<file path="config.mk">
export PLATFORM = sky130hd
export DESIGN_NAME = instr_fetch_unit
export DESIGN_NICKNAME = d
export VERILOG_FILES = /design/src/rtl/mips_pkg.sv /design/src/rtl/pc_next_logic.sv /design/src/rtl/instr_fetch_unit.sv
export SDC_FILE = /design/constraint.sdc
export NUM_CORES = 1
export LEC_CHECK = 0
export CAP_MARGIN = 20
export CORE_MARGIN = 2
export CORE_UTILIZATION = 45
export CTS_CLUSTER_DIAMETER = 100
export DETAILED_ROUTE_END_ITERATION = 7
export HOLD_SLACK_MARGIN = 0.05
export MAX_ROUTING_LAYER = met4
export PLACE_DENSITY = 0.88
export SLEW_MARGIN = 10
export SYNTH_ARGS = -nofsm -noshare
export SYNTH_HDL_FRONTEND = slang
export SYNTH_SLANG_ARGS = --single-unit
export TNS_END_PERCENT = 10
</file>
<file path="constraint.sdc">
create_clock -name clk -period 8.75 [get_ports clk]
set_clock_uncertainty 0.2 [all_clocks]
set_input_delay 1.75 -clock clk [delete_from_list [all_inputs] [get_ports clk]]
set_output_delay 1.75 -clock clk [all_outputs]
set_load 0.02 [all_outputs]
</file>
<file path="src/rtl/mips_pkg.sv">
// Shared MIPS core definitions: instruction field positions, opcode constants, fetch FSM states.
// Pure declarations; no latency or backpressure of its own.
// Field accessors keep bit positions in one place for fetch and decode.
package mips_pkg;

    localparam int INSTR_W    = 32;
    localparam int IMM_W      = 16;
    localparam int OPCODE_MSB = 31;
    localparam int OPCODE_LSB = 26;
    localparam int FUNCT_MSB  = 5;
    localparam int FUNCT_LSB  = 0;
    localparam int IMM_MSB    = 15;
    localparam int IMM_LSB    = 0;

    localparam logic [5:0] OP_RTYPE = 6'b000000;
    localparam logic [5:0] OP_BEQ   = 6'b000100;
    localparam logic [5:0] OP_LW    = 6'b100011;
    localparam logic [5:0] OP_SW    = 6'b101011;
    localparam logic [5:0] OP_ADDI  = 6'b001000;
    localparam logic [5:0] OP_ANDI  = 6'b001100;

    typedef enum logic [1:0] {
        REQ  = 2'd0,
        WAIT = 2'd1,
        EXEC = 2'd2,
        HALT = 2'd3
    } ifu_state_t;

    function automatic logic [5:0] get_opcode(input logic [INSTR_W-1:0] i);
        return i[OPCODE_MSB:OPCODE_LSB];
    endfunction

    function automatic logic [5:0] get_funct(input logic [INSTR_W-1:0] i);
        return i[FUNCT_MSB:FUNCT_LSB];
    endfunction

    function automatic logic [IMM_W-1:0] get_imm(input logic [INSTR_W-1:0] i);
        return i[IMM_MSB:IMM_LSB];
    endfunction

endpackage

</file>
<file path="src/rtl/pc_next_logic.sv">
// Next-PC select: jr target (word aligned) > taken beq (pc+4+sext(imm)<<2) > pc+4.
// Purely combinational, zero latency; no backpressure.
// All arithmetic wraps modulo 2^ADDR_W.
import mips_pkg::*;

module pc_next_logic #(
    parameter int ADDR_W = 32
) (
    input  logic [ADDR_W-1:0] pc,
    input  logic [IMM_W-1:0]  imm,
    input  logic              branch,
    input  logic              zero,
    input  logic              jr,
    input  logic [ADDR_W-1:0] jr_target,
    output logic [ADDR_W-1:0] pc_plus4,
    output logic [ADDR_W-1:0] pc_next
);

    logic [ADDR_W-1:0] br_off;
    logic [ADDR_W-1:0] jr_aligned;

    always_comb begin
        pc_plus4   = pc + ADDR_W'(4);
        br_off     = {{(ADDR_W-IMM_W){imm[IMM_W-1]}}, imm} << 2;
        // Low target bits are dropped here; the trap build checks them upstream.
        jr_aligned = jr_target & ~ADDR_W'(3);
        if (jr) begin
            pc_next = jr_aligned;
        end else if (branch && zero) begin
            pc_next = pc_plus4 + br_off;
        end else begin
            pc_next = pc_plus4;
        end
    end

endmodule

</file>
<file path="src/rtl/instr_fetch_unit.sv">
// Single-outstanding fetch stage: REQ -> (WAIT) -> EXEC; optional IFU_MISALIGN_TRAP_EN adds HALT + misalign_err.
// Latency: instruction valid 1 cycle after ack; next fetch issued the cycle after EXEC with stall=0.
// Backpressure: imem_req held with stable address until imem_ack; stall freezes EXEC.
import mips_pkg::*;

module instr_fetch_unit #(
    parameter int                ADDR_W   = 32,
    parameter logic [ADDR_W-1:0] RESET_PC = 32'h0000_0000
) (
    input  logic               clk,
    input  logic               rst,
    output logic               imem_req,
    output logic [ADDR_W-1:0]  imem_addr,
    input  logic               imem_ack,
    input  logic [INSTR_W-1:0] imem_rdata,
    input  logic               stall,
    input  logic               branch,
    input  logic               zero,
    input  logic               jr,
    input  logic [ADDR_W-1:0]  jr_target,
    output logic [INSTR_W-1:0] instr,
    output logic [5:0]         opcode,
    output logic [5:0]         funct,
    output logic [ADDR_W-1:0]  pc_plus4,
    output logic               instr_valid
`ifdef IFU_MISALIGN_TRAP_EN
    ,
    output logic               misalign_err
`endif
);

    ifu_state_t          state_q, state_d;
    logic [ADDR_W-1:0]   pc_q, pc_d;
    logic [INSTR_W-1:0]  instr_q, instr_d;
    logic [ADDR_W-1:0]   pc_next;
`ifdef IFU_MISALIGN_TRAP_EN
    logic                misalign_q, misalign_d;
`endif

    pc_next_logic #(
        .ADDR_W (ADDR_W)
    ) u_pc_next_logic (
        .pc        (pc_q),
        .imm       (get_imm(instr_q)),
        .branch    (branch),
        .zero      (zero),
        .jr        (jr),
        .jr_target (jr_target),
        .pc_plus4  (pc_plus4),
        .pc_next   (pc_next)
    );

    always_comb begin
        state_d = state_q;
        pc_d    = pc_q;
        instr_d = instr_q;
`ifdef IFU_MISALIGN_TRAP_EN
        misalign_d = misalign_q;
`endif
        case (state_q)
            REQ, WAIT: begin
                if (imem_ack) begin
                    instr_d = imem_rdata;
                    state_d = EXEC;
                end else begin
                    state_d = WAIT;
                end
            end
            EXEC: begin
                if (!stall) begin
`ifdef IFU_MISALIGN_TRAP_EN
                    if (jr && (jr_target[1:0] != 2'b00)) begin
                        misalign_d = 1'b1;
                        state_d    = HALT;
                    end else begin
                        pc_d    = pc_next;
                        state_d = REQ;
                    end
`else
                    pc_d    = pc_next;
                    state_d = REQ;
`endif
                end
            end
`ifdef IFU_MISALIGN_TRAP_EN
            HALT: state_d = HALT;
`endif
            default: state_d = REQ;
        endcase
    end

    always_ff @(posedge clk) begin
        if (rst) begin
            state_q <= REQ;
            pc_q    <= RESET_PC;
            instr_q <= '0;
`ifdef IFU_MISALIGN_TRAP_EN
            misalign_q <= 1'b0;
`endif
        end else begin
            state_q <= state_d;
            pc_q    <= pc_d;
            instr_q <= instr_d;
`ifdef IFU_MISALIGN_TRAP_EN
            misalign_q <= misalign_d;
`endif
        end
    end

    // Outputs are gated by rst so the reset cycle never presents a request.
    assign imem_req    = ((state_q == REQ) || (state_q == WAIT)) && !rst;
    assign imem_addr   = pc_q;
    assign instr_valid = (state_q == EXEC) && !rst;
    assign instr       = instr_q;
    assign opcode      = get_opcode(instr_q);
    assign funct       = get_funct(instr_q);
`ifdef IFU_MISALIGN_TRAP_EN
    assign misalign_err = misalign_q;
`endif

endmodule

</file>
==> reports/metrics.csv, run 1 <==
stage;metric;value;unit
outcome;outcome;finished clean;
worst_setup_path;crit_path_max_fanout;7;
power_and_ir_drop;switchingPower;0.2659;mW
worst_setup_path;worstPathArrival;3.17;ns
route;drt-wirelength-per-cell;17.18;um
timing;fin_setup_tns;0;ns
floorplan;core-area;0.01084;sq mm
cts;clk_pin_slew_worst_paths;0.07;ns
worst_setup_path;endpoint;pc_plus4[30];
placed_design;gp_congestion;0.9206;
cts;cts_buffers;9;
final_layout;fin_area;0.006945;sq mm
floorplan;row_count;38;
worst_setup_path;r2r_setup_slack;4.50;ns
logic_synthesis;synth_area_per_cell;7.524;sq um
timing;maxSlewViolCount;0;
worst_hold_path;min_path_type;flop to flop;
worst_setup_path;required;6.80;ns
logic_synthesis;synth-edff-count;0;
route;first_iter_violations;317;
placed_design;placed_cell_area;0.006719;sq mm
worst_hold_path;hold_depth;2;
logic_synthesis;synth_top_area_share;0.2561;
logic_synthesis;synth-xor-area-share;0.08552;
worst_setup_path;max_stage_delay;0.66;ns
floorplan;die_y;109.4;um
worst_setup_path;r2r-end;imem_addr[28]$_SDFFE_PP0P_;
timing;worst_hold_slack;0.2544;ns
flow_run;maxCapViolations;0;
timing;period_share;0.5850;
power_and_ir_drop;pwr-share-comb;0.261;
timing;hold_viol_final;0;
route;antenna_left;0;
cts;cts-hold-fix-buffers;0;
logic_synthesis;synthSimpleGateAreaFrac;0.2446;
power_and_ir_drop;p_leak;2.798;nW
logic_synthesis;synth_top_area_cell;dfxtp_1;
worst_setup_path;reg2reg_from;imem_addr[4]$_SDFFE_PP0P_;
power_and_ir_drop;clockPowerShare;0.352;
worst_setup_path;cp_top_family;simple AND/OR/NAND/NOR gates;
timing;setup_violations;0;
timing;worstMarginPinSlew;0.9837;ns
route;dr.pass1.iters;5;
cts;cts_tree;built;
final_layout;drive_above_1_share;0.05405;
logic_synthesis;ys_types;74;
final_layout;regArea;0.001281;sq mm
logic_synthesis;postSynthCellCount;665;
worst_setup_path;critPathBufInv;1;
logic_synthesis;synthArstFlopShare;0;
logic_synthesis;synth_ff_type;dfxtp_1;
logic_synthesis;synth_area_leaders;dfxtp_1 26%, nand2_1 9.2%, ha_1 9.0%;
logic_synthesis;synth_top_family_by_area;compound AO/OA/AOI/OAI gates;
global_routing;grt_use_total;0.2872;
logic_synthesis;yosysSeqAreaShare;0.2561;
logic_synthesis;synth_seq_cells;64;
power_and_ir_drop;power.internal;0.5657;mW
cts;clock_latency;0.35;ns
logic_synthesis;yosysWarningCount;0;
logic_synthesis;synth_mux_area_frac;0.006252;
worst_setup_path;worstPathCellList;ha_1 -> nand2_1 -> nor4_2 -> nand3_1 -> nor2_1 -> xor2_1 -> clkdlybuf4s50_1;
worst_setup_path;cp-start-kind;flop;
cts;cts_sinks;64;
final_layout;multi_input_comb_area;0.003436;sq mm
floorplan;die_area;0.01198;sq mm
route;via_count;5454;
power_and_ir_drop;seqPwrFrac;0.387;
floorplan;ios;181;
route;drc;0;
logic_synthesis;synth_area;0.005004;sq mm
cts;cts.repair.resized;0;
logic_synthesis;synthAdderAreaFrac;0.09402;
final_layout;fillers;961;
logic_synthesis;synth-compound-area-share;0.2528;
global_routing;grt_max_degree;61;
cts;clockBufferDepth;2;
cts;root_buffer;clkbuf_8;
timing;relSlewSlack;0.3402;
power_and_ir_drop;switching_share;0.3197;
power_and_ir_drop;total_power;0.8316;mW
placed_design;placement.io_buffers;174;
floorplan;die_w;109.4;um
global_routing;overflow;0;
worst_setup_path;endpoint_kind;primary output;
timing;fmax;195.4;MHz
timing;layout_min_cycle_time;5.118;ns
worst_setup_path;critical_path.slowest_cell;clkdlybuf4s50_1;
route;routed_wl;16390;um
worst_setup_path;cp.depth;7;
global_routing;antenna_found_initial;0;
global_routing;grt_pass1_vias;5174;
placed_design;place_hpwl;11820;um
final_layout;area_growth_syn_to_layout;38.81;%
route;vias_per_cell;5.717;
timing;rsz0062_at_grt;false;
final_layout;antenna_cells;0;
power_and_ir_drop;max-vdd-ir-drop;0.00007273;V
worst_setup_path;crit_start;imem_addr[2]$_SDFFE_PP0P_;
floorplan;start_util;0.4616;
cts;htreeDepth;3;
final_layout;fin_nets;917;
worst_setup_path;crit_type;flop to primary output;
cts;cts_setup_buffers;0;
power_and_ir_drop;p_per_area;119.7;mW/mm^2
worst_setup_path;worstRegToRegCells;14;
global_routing;grt_pass1_wl;26030;um
## cell type report
class                   instances  area share
multi-input cells             541      0.4947
well taps                     140     0.02522
flip-flops and latches         64      0.1845
inverters                      12    0.006485
clock inverters                 6     0.01207
repair buffers                181      0.2587
clock buffers                  10     0.01838
## synthesized netlist by cell type, types with 3 or more instances
cell	number
o31ai_1	4
a21oi_1	78
a21o_1	20
nand2_1	123
nand3_1	22
buf_1	4
a31oi_1	7
o21a_1	6
dfxtp_1	64
and4_1	3
and3_1	9
nand4_1	8
o21ai_0	21
or2_2	3
xnor2_1	30
inv_1	11
xor2_1	17
a32o_1	3
o22ai_1	4
a211oi_1	4
or3_1	6
a211o_1	3
o211ai_1	19
nand2b_1	7
buf_2	3
clkbuf_1	28
nor3_1	13
nor2_1	36
and2_1	6
ha_1	36
buf_4	16
## per-stage QoR
| stage | util | cells | worst slack (ns) |
|---|---|---|---|
| 6_report | 0.6407 | 954 | 3.632 |
| 5_1_grt | 0.6407 | 954 | 3.467 |
| 4_1_cts | 0.6393 | 953 | 3.648 |
| 3_5_place_dp | 0.6198 | 937 | 3.762 |
| 3_3_place_gp | 0.6198 | 937 | 3.740 |
| 2_1_floorplan | - | 668 | 4.137 |
## flip-flops by register name, summed over array words and instances (netlist names)
name / cells
instr: 32
imem_addr: 30
state_q: 2
## worst min-delay path by stage
| stage | from | to |
|---|---|---|
| after detailed placement | instr[25]$_SDFFE_PP0P_ | instr[25]$_SDFFE_PP0P_ |
| after CTS | instr[25]$_SDFFE_PP0P_ | instr[25]$_SDFFE_PP0P_ |
| after floorplan | state_q[1]$_SDFFE_PP0P_ | state_q[0]$_SDFFE_PP0P_ |
| after global routing | instr[23]$_SDFFE_PP0P_ | instr[23]$_SDFFE_PP0P_ |
| after global placement | instr[22]$_SDFFE_PP0P_ | instr[22]$_SDFFE_PP0P_ |
| final | instr[22]$_SDFFE_PP0P_ | instr[22]$_SDFFE_PP0P_ |
## per-layer routing
metal	share of wire	vias to the layer above	wire [um]	GRT usage
met2	0.48	233	7887	0.4771
li1	-	2654	-	-
met1	0.43	2544	7084	0.3572
met4	0.012	0	193	0.07505
met3	0.075	23	1222	0.05631
met5	0	-	0	-
## kinds of logic (layout without fill, tap and decap cells)
kind of cell,after synthesis,after routing
simple gates,254,254
compound gates,195,195
flops,64,64
buf+inv,63,209
xor+xnor,48,48
fa+ha+maj,37,37
mux,3,3
other cells,1,4
## cell usage in the layout (no fill, tap or decap), drive strengths merged, types with 4 or more instances in the layout
master         instances
buf                    8
conb                   4
nor4                   4
inv                   11
and2                   7
o21a                   6
a21o                  20
or3                    6
nand2b                 7
xnor2                 31
nand4                 10
o22ai                  4
xor2                  17
clkdlybuf4s50        173
o211ai                19
a211oi                 5
and4                   4
nor3                  13
a31oi                  7
a21oi                 80
nor2                  36
nand2                123
ha                    36
o21ai                 23
o31ai                  4
nand3                 23
clkinv                 5
and3                  10
dfxtp                 64
clkbuf                10
## power by group through the flow
| stage | clock [mW] | sequential, mW | combinational, mW |
|---|---|---|---|
| 3_5_place_dp | 0 | 0.328 | 0.215 |
| 6_report | 0.293 | 0.322 | 0.217 |
| 4_1_cts | 0.297 | 0.322 | 0.216 |
| 2_1_floorplan | 0 | 0.341 | 0.108 |
| 3_3_place_gp | 0 | 0.328 | 0.212 |
| 5_1_grt | 0.311 | 0.324 | 0.236 |
## worst min-delay path, cell delays in order, from the launching register on
cell and delay, ns:
dfxtp_1 0.31, nand2_1 0.05, a21oi_1 0.05
No activity file was read; power rests on OpenSTA's default activity.
==> run 2: changes to the inputs <==
Clock period 8.75 ns to 5.3 ns, I/O delays scaled along.
==> run 2 against run 1 <==
Effect of this change: sequential cell count unchanged; die area unchanged; core utilization up 0.22 points; total power up 66%; final cell count up 0.21%; global-route usage down 0.69 points; hold slack about the same; critical path depth unchanged; non-clock buffer count up 2; register-to-register slack worse by 3.5 ns; count of clock-buffer cells in the layout unchanged; worst setup slack worse by 2.8 ns; critical endpoint unchanged.
==> reports/metrics.csv, run 2 (same netlist as run 1, synthesis figures left out) <==
stage;metric;value;unit;change
route;dr.pass1.iters;5;;unchanged
route;routed_wl;16350;um;-0.26%
worst_setup_path;critPathBufInv;1;;unchanged
route;via_count;5528;;+1.4%
global_routing;top_usage_layer;met2;;
floorplan;row_count;38;;unchanged
timing;fin_setup_tns;0;ns;unchanged
worst_setup_path;worstPathArrival;3.19;ns;+0.02 ns
cts;cts.repair.resized;0;;unchanged
global_routing;antenna_found_initial;0;;unchanged
global_routing;grt_max_degree;41;;-33%
route;antenna_left;0;;unchanged
final_layout;final_common_cell;clkdlybuf4s50_1;;
final_layout;fin_area;0.006969;sq mm;+0.34%
timing;worstMarginPinSlew;1.012;ns;+0.02784 ns
global_routing;grt_util_met1;0.3465;;-0.01072
power_and_ir_drop;power.internal;0.9462;mW;+67%
cts;cts_tree;built;;
power_and_ir_drop;max-vdd-ir-drop;0.0001722;V;+140%
final_layout;fin_cells;956;;+0.21%
global_routing;grt_pass1_vias;5081;;-1.8%
cts;clock_latency;0.36;ns;about the same
power_and_ir_drop;pwr-share-comb;0.259;;-0.002
worst_setup_path;crit_start;imem_addr[2]$_SDFFE_PP0P_;;
timing;rsz0062_at_grt;false;;
power_and_ir_drop;seqPwrFrac;0.386;;about the same
power_and_ir_drop;p_leak;2.810;nW;+0.44%
floorplan;ios;181;;unchanged
worst_hold_path;min_path_type;flop to flop;;
placed_design;gp_congestion;0.9330;;+1.3%
final_layout;drive_above_1_share;0.05760;;+0.003544
global_routing;overflow;0;;unchanged
cts;root_buffer;clkbuf_8;;
worst_setup_path;critical_path.slowest_cell;clkdlybuf4s50_1;;
worst_setup_path;required;4.04;ns;-2.76 ns
worst_setup_path;crit_type;flop to primary output;;
cts;clockBufferDepth;2;;unchanged
outcome;outcome;finished clean;;
route;first_iter_violations;266;;-16%
route;drc;0;;unchanged
placed_design;placed_cell_area;0.006734;sq mm;+0.22%
worst_setup_path;max_stage_delay;0.66;ns;about the same
placed_design;placement.io_buffers;174;;unchanged
cts;cts-hold-fix-buffers;0;;unchanged
floorplan;die_w;109.4;um;unchanged
final_layout;largest_register_ff_count;32;;unchanged
worst_setup_path;reg2reg_from;imem_addr[5]$_SDFFE_PP0P_;;
timing;layout_setup_ws;0.8482;ns;-2.783 ns
final_layout;final_util;0.6429;;+0.002193
floorplan;die_area;0.01198;sq mm;unchanged
worst_setup_path;worstPathCellList;ha_1 -> nand2_1 -> nor4_2 -> nand3_1 -> nor2_1 -> xor2_1 -> clkdlybuf4s50_1;;
worst_setup_path;cp_top_family;simple AND/OR/NAND/NOR gates;;
cts;htreeDepth;3;;unchanged
timing;layout_min_cycle_time;4.452;ns;
timing;hold_viol_final;0;;unchanged
floorplan;start_util;0.4616;;unchanged
placed_design;place_hpwl;11900;um;+0.70%
final_layout;area_growth_syn_to_layout;39.28;%;
flow_run;maxCapViolations;0;;unchanged
global_routing;grt_use_total;0.2803;;-0.006886
cts;cts_setup_buffers;0;;unchanged
timing;worst_hold_slack;0.2541;ns;-0.0002800 ns
final_layout;antenna_cells;0;;unchanged
power_and_ir_drop;switchingPower;0.4337;mW;+63%
route;vias_per_cell;5.782;;+1.1%
worst_setup_path;cp-start-kind;flop;;
cts;cts_buffers;9;;unchanged
cts;cts_sinks;64;;unchanged
placed_design;preCtsSetupSlack;1.168;ns;-2.594 ns
floorplan;die_y;109.4;um;unchanged
cts;clk_pin_slew_worst_paths;0.08;ns;about the same
worst_setup_path;endpoint_kind;primary output;;
timing;relSlewSlack;0.3226;;-0.01756
worst_setup_path;crit_path_max_fanout;7;;unchanged
power_and_ir_drop;clockPowerShare;0.355;;+0.003
route;drt-wirelength-per-cell;17.10;um;-0.46%
power_and_ir_drop;switching_share;0.3143;;-0.005423
timing;maxSlewViolCount;0;;unchanged
global_routing;globalRouteMet2Util;0.4563;;-0.02072
timing;fmax;224.6;MHz;
power_and_ir_drop;p_per_area;198.0;mW/mm^2;+65%
timing;period_share;0.8400;;
global_routing;global_route.usage.met3;0.04920;;-0.007113
placed_design;dpl.cell_count;939;;+0.21%
global_routing;grt_pass1_wl;25380;um;-2.5%
final_layout;fin_nets;919;;+0.22%
timing;setup_violations;0;;unchanged
final_layout;final_cell_mix;173 x clkdlybuf4s50_1, 123 x nand2_1, 78 x a21oi_1;;
power_and_ir_drop;total_power;1.380;mW;+66%
floorplan;core-area;0.01084;sq mm;unchanged
worst_hold_path;min_from;instr[23]$_SDFFE_PP0P_;;
run 2: layer usage:
metal	vias to the layer above	share of wire
li1	2662	-
met1	2584	0.41
met2	251	0.48
met3	31	0.085
met4	0	0.024
met5	-	0
run 2: path summary, 6_finish.rpt:
| kind | endpoint | slack (ns) | depth (start not counted) |
|---|---|---|---|
| worst min register to register | instr[23]$_SDFFE_PP0P_ | 0.25 | 2 |
| worst min-delay path | instr[23]$_SDFFE_PP0P_ | 0.25 | 2 |
| worst max-delay path | pc_plus4[30] | 0.85 | 7 |
| worst max register to register | imem_addr[26]$_SDFFE_PP0P_ | 1.03 | 14 |
run 2: area by class of cell:
class	count	area, sq um
clock buffer	10	137.6
timing repair buffer	183	1812
clock inverter	6	82.58
fill	961	3871
multi-input combinational	541	3436
tap	140	175.2
inverter	12	45.04
sequential	64	1281
run 2: power by group through the flow:
stage	sequential, mW	clock, mW	combinational (mW)
final	0.532	0.490	0.358
after global routing	0.535	0.516	0.386
after CTS	0.532	0.496	0.356
after detailed placement	0.543	0	0.354
after global placement	0.541	0	0.350
after floorplan	0.562	0	0.178
run 2: tightest hold or removal path: cells and delay by family (launching register included):
kind            cells  cell delay (ns)
flops               1             0.31
compound gates      1             0.05
simple gates        1             0.05
==> run 3: changes to the inputs <==
Clock period 5.3 ns to 4.1 ns, I/O delays scaled along.
==> run 3 against run 2 <==
Effect of this change: combinational power increased by 33%; worst setup slack worse by 0.67 ns; first-iteration DRC count fell by 1.1%; critical endpoint is now pc_plus4[27]; largest cell class unchanged; largest power group unchanged; highest routed layer unchanged.
==> reports/metrics.csv, run 3 (same netlist as run 1, synthesis figures left out) <==
stage;metric;value;unit;change
timing;layout_setup_ws;0.1750;ns;-0.6732 ns
power_and_ir_drop;max-vdd-ir-drop;0.0001849;V;+7.4%
final_layout;antenna_cells;0;;unchanged
global_routing;globalRouteMet2Util;0.4735;;+0.01720
timing;layout_min_cycle_time;3.925;ns;
global_routing;grt_util_met1;0.3604;;+0.01390
cts;clk_pin_slew_worst_paths;0.09;ns;about the same
timing;fin_setup_tns;0;ns;unchanged
final_layout;largest_register_ff_count;32;;unchanged
global_routing;overflow;0;;unchanged
power_and_ir_drop;p_leak;2.944;nW;+4.8%
timing;setup_violations;0;;unchanged
final_layout;area_growth_syn_to_layout;42.86;%;
cts;cts_setup_buffers;0;;unchanged
timing;fmax;254.8;MHz;
outcome;outcome;finished clean;;
route;vias_per_cell;5.699;;-1.4%
floorplan;die_y;109.4;um;unchanged
worst_setup_path;r2r_setup_slack;0.24;ns;-0.79 ns
worst_setup_path;crit_path_max_fanout;5;;-2
worst_setup_path;crit_start;imem_addr[10]$_SDFFE_PP0P_;;
placed_design;placement.io_buffers;174;;unchanged
placed_design;gp_congestion;0.9714;;+4.1%
floorplan;die_area;0.01198;sq mm;unchanged
cts;htreeDepth;3;;unchanged
cts;cts_sinks;64;;unchanged
worst_hold_path;min_from;instr[19]$_SDFFE_PP0P_;;
worst_setup_path;r2r-end;imem_addr[27]$_SDFFE_PP0P_;;
global_routing;grt_pass1_vias;5257;;+3.5%
final_layout;final_common_cell;clkdlybuf4s50_1;;
timing;relSlewSlack;0.3645;;+0.04186
route;drc;0;;unchanged
floorplan;row_count;38;;unchanged
global_routing;grt_pass1_wl;26240;um;+3.4%
route;routed_wl;16800;um;+2.8%
final_layout;drive_above_1_share;0.08612;;+0.02853
floorplan;core-area;0.01084;sq mm;unchanged
timing;maxSlewViolCount;0;;unchanged
worst_setup_path;worstRegToRegCells;14;;unchanged
floorplan;ios;181;;unchanged
timing;hold_viol_final;0;;unchanged
final_layout;fin_nets;939;;+2.2%
worst_setup_path;reg2reg_from;imem_addr[2]$_SDFFE_PP0P_;;
global_routing;antenna_found_initial;0;;unchanged
worst_setup_path;worstPathArrival;2.91;ns;-0.28 ns
placed_design;placed_cell_area;0.006899;sq mm;+2.5%
timing;period_share;0.9573;;
worst_setup_path;critical_path.slowest_cell;clkdlybuf4s50_1;;
placed_design;preCtsSetupSlack;0.2291;ns;-0.9389 ns
timing;worstMarginPinSlew;0.9498;ns;-0.06173 ns
worst_hold_path;min_path_type;flop to flop;;
cts;clockBufferDepth;2;;unchanged
floorplan;start_util;0.4616;;unchanged
global_routing;top_usage_layer;met2;;
route;antenna_left;0;;unchanged
cts;cts_buffers;9;;unchanged
floorplan;die_w;109.4;um;unchanged
worst_hold_path;worstHoldEndpoint;instr[19]$_SDFFE_PP0P_;;
worst_setup_path;crit_type;flop to primary output;;
worst_setup_path;required;3.08;ns;-0.96 ns
flow_run;maxCapViolations;0;;unchanged
route;via_count;5562;;+0.62%
power_and_ir_drop;p_per_area;254.2;mW/mm^2;+28%
worst_setup_path;worstPathCellList;and4_4 -> nand4_4 -> nor4_4 -> and3_4 -> nand3_2 -> xnor2_1 -> buf_4 -> clkdlybuf4s50_1;;
final_layout;final_cell_mix;172 x clkdlybuf4s50_1, 123 x nand2_1, 78 x a21oi_1;;
cts;clock_latency;0.36;ns;about the same
worst_hold_path;hold_depth;2;;unchanged
final_layout;fin_area;0.007148;sq mm;+2.6%
route;drt-wirelength-per-cell;17.21;um;+0.66%
global_routing;grt_max_degree;48;;+17%
global_routing;global_route.usage.met3;0.05394;;+0.004742
worst_setup_path;endpoint_kind;primary output;;
global_routing;grt_use_total;0.2883;;+0.007965
route;dr.pass1.iters;5;;unchanged
cts;root_buffer;clkbuf_8;;
cts;cts_tree;built;;
route;first_iter_violations;263;;-1.1%
timing;rsz0062_at_grt;true;;
placed_design;place_hpwl;12270;um;+3.1%
worst_setup_path;cp-start-kind;flop;;
worst_setup_path;max_stage_delay;0.60;ns;-0.06 ns
==> run 3: area by class of cell <==
class                   instances  area [sq um]
clock buffers                  10         127.6
flip-flops and latches         64          1282
multi-input cells             541          3468
well taps                     140         175.2
clock inverters                 6         92.59
inverters                      12         45.04
repair buffers                203          1957
fillers                       962          3692
==> run 3: metal layers <==
| layer | wire length [um] | vias up |
|---|---|---|
| li1 | - | 2692 |
| met1 | 7244 | 2597 |
| met2 | 7938 | 246 |
| met3 | 1290 | 27 |
| met4 | 324 | 0 |
| met5 | 0 | - |
==> run 3: worst max path at each step <==
stage	end	slack (ns)	cells after the start
4_1_cts	pc_plus4[27]	0.11	8
3_3_place_gp	imem_addr[27]$_SDFFE_PP0P_	0.22	14
5_1_grt	imem_addr[26]$_SDFFE_PP0P_	-0.009	15
6_report	pc_plus4[27]	0.17	8
3_5_place_dp	imem_addr[27]$_SDFFE_PP0P_	0.23	14
2_1_floorplan	imem_addr[31]$_SDFFE_PP0P_	0.12	15
==> run 3: through the flow <==
stage	instances	power [mW]	utilization	hold slack, ns
finish	976	1.817	0.6594	0.2568
global route	976	1.882	0.6594	0.2736
CTS	976	1.815	0.6567	0.2562
detailed placement	960	1.168	0.6364	0.2465
global placement	960	1.162	0.6364	0.2409
floorplan	668	0.9568	-	0.2774
==> run 3: repair_timing <==
action / CTS / global route
setup endpoints to repair: 0 / 11
resized for setup: 0 / 6
hold buffers: 0 / 0
hold endpoints to repair: 0 / 0
==> run 3: worst max-delay path, delay by kind of cell, from the launching register on <==
family | cells | cell delay [ns]
xor+xnor | 1 | 0.22
buf+inv | 2 | 0.76
flops | 1 | 0.38
simple gates | 5 | 1.18
==> run 3: report_power, final <==
group / internal [mW] / total, mW / switching, mW
clock: 0.347 / 0.656 / 0.310
combinational: 0.223 / 0.476 / 0.253
sequential: 0.651 / 0.685 / 0.0339
total: 1.22 / 1.82 / 0.597
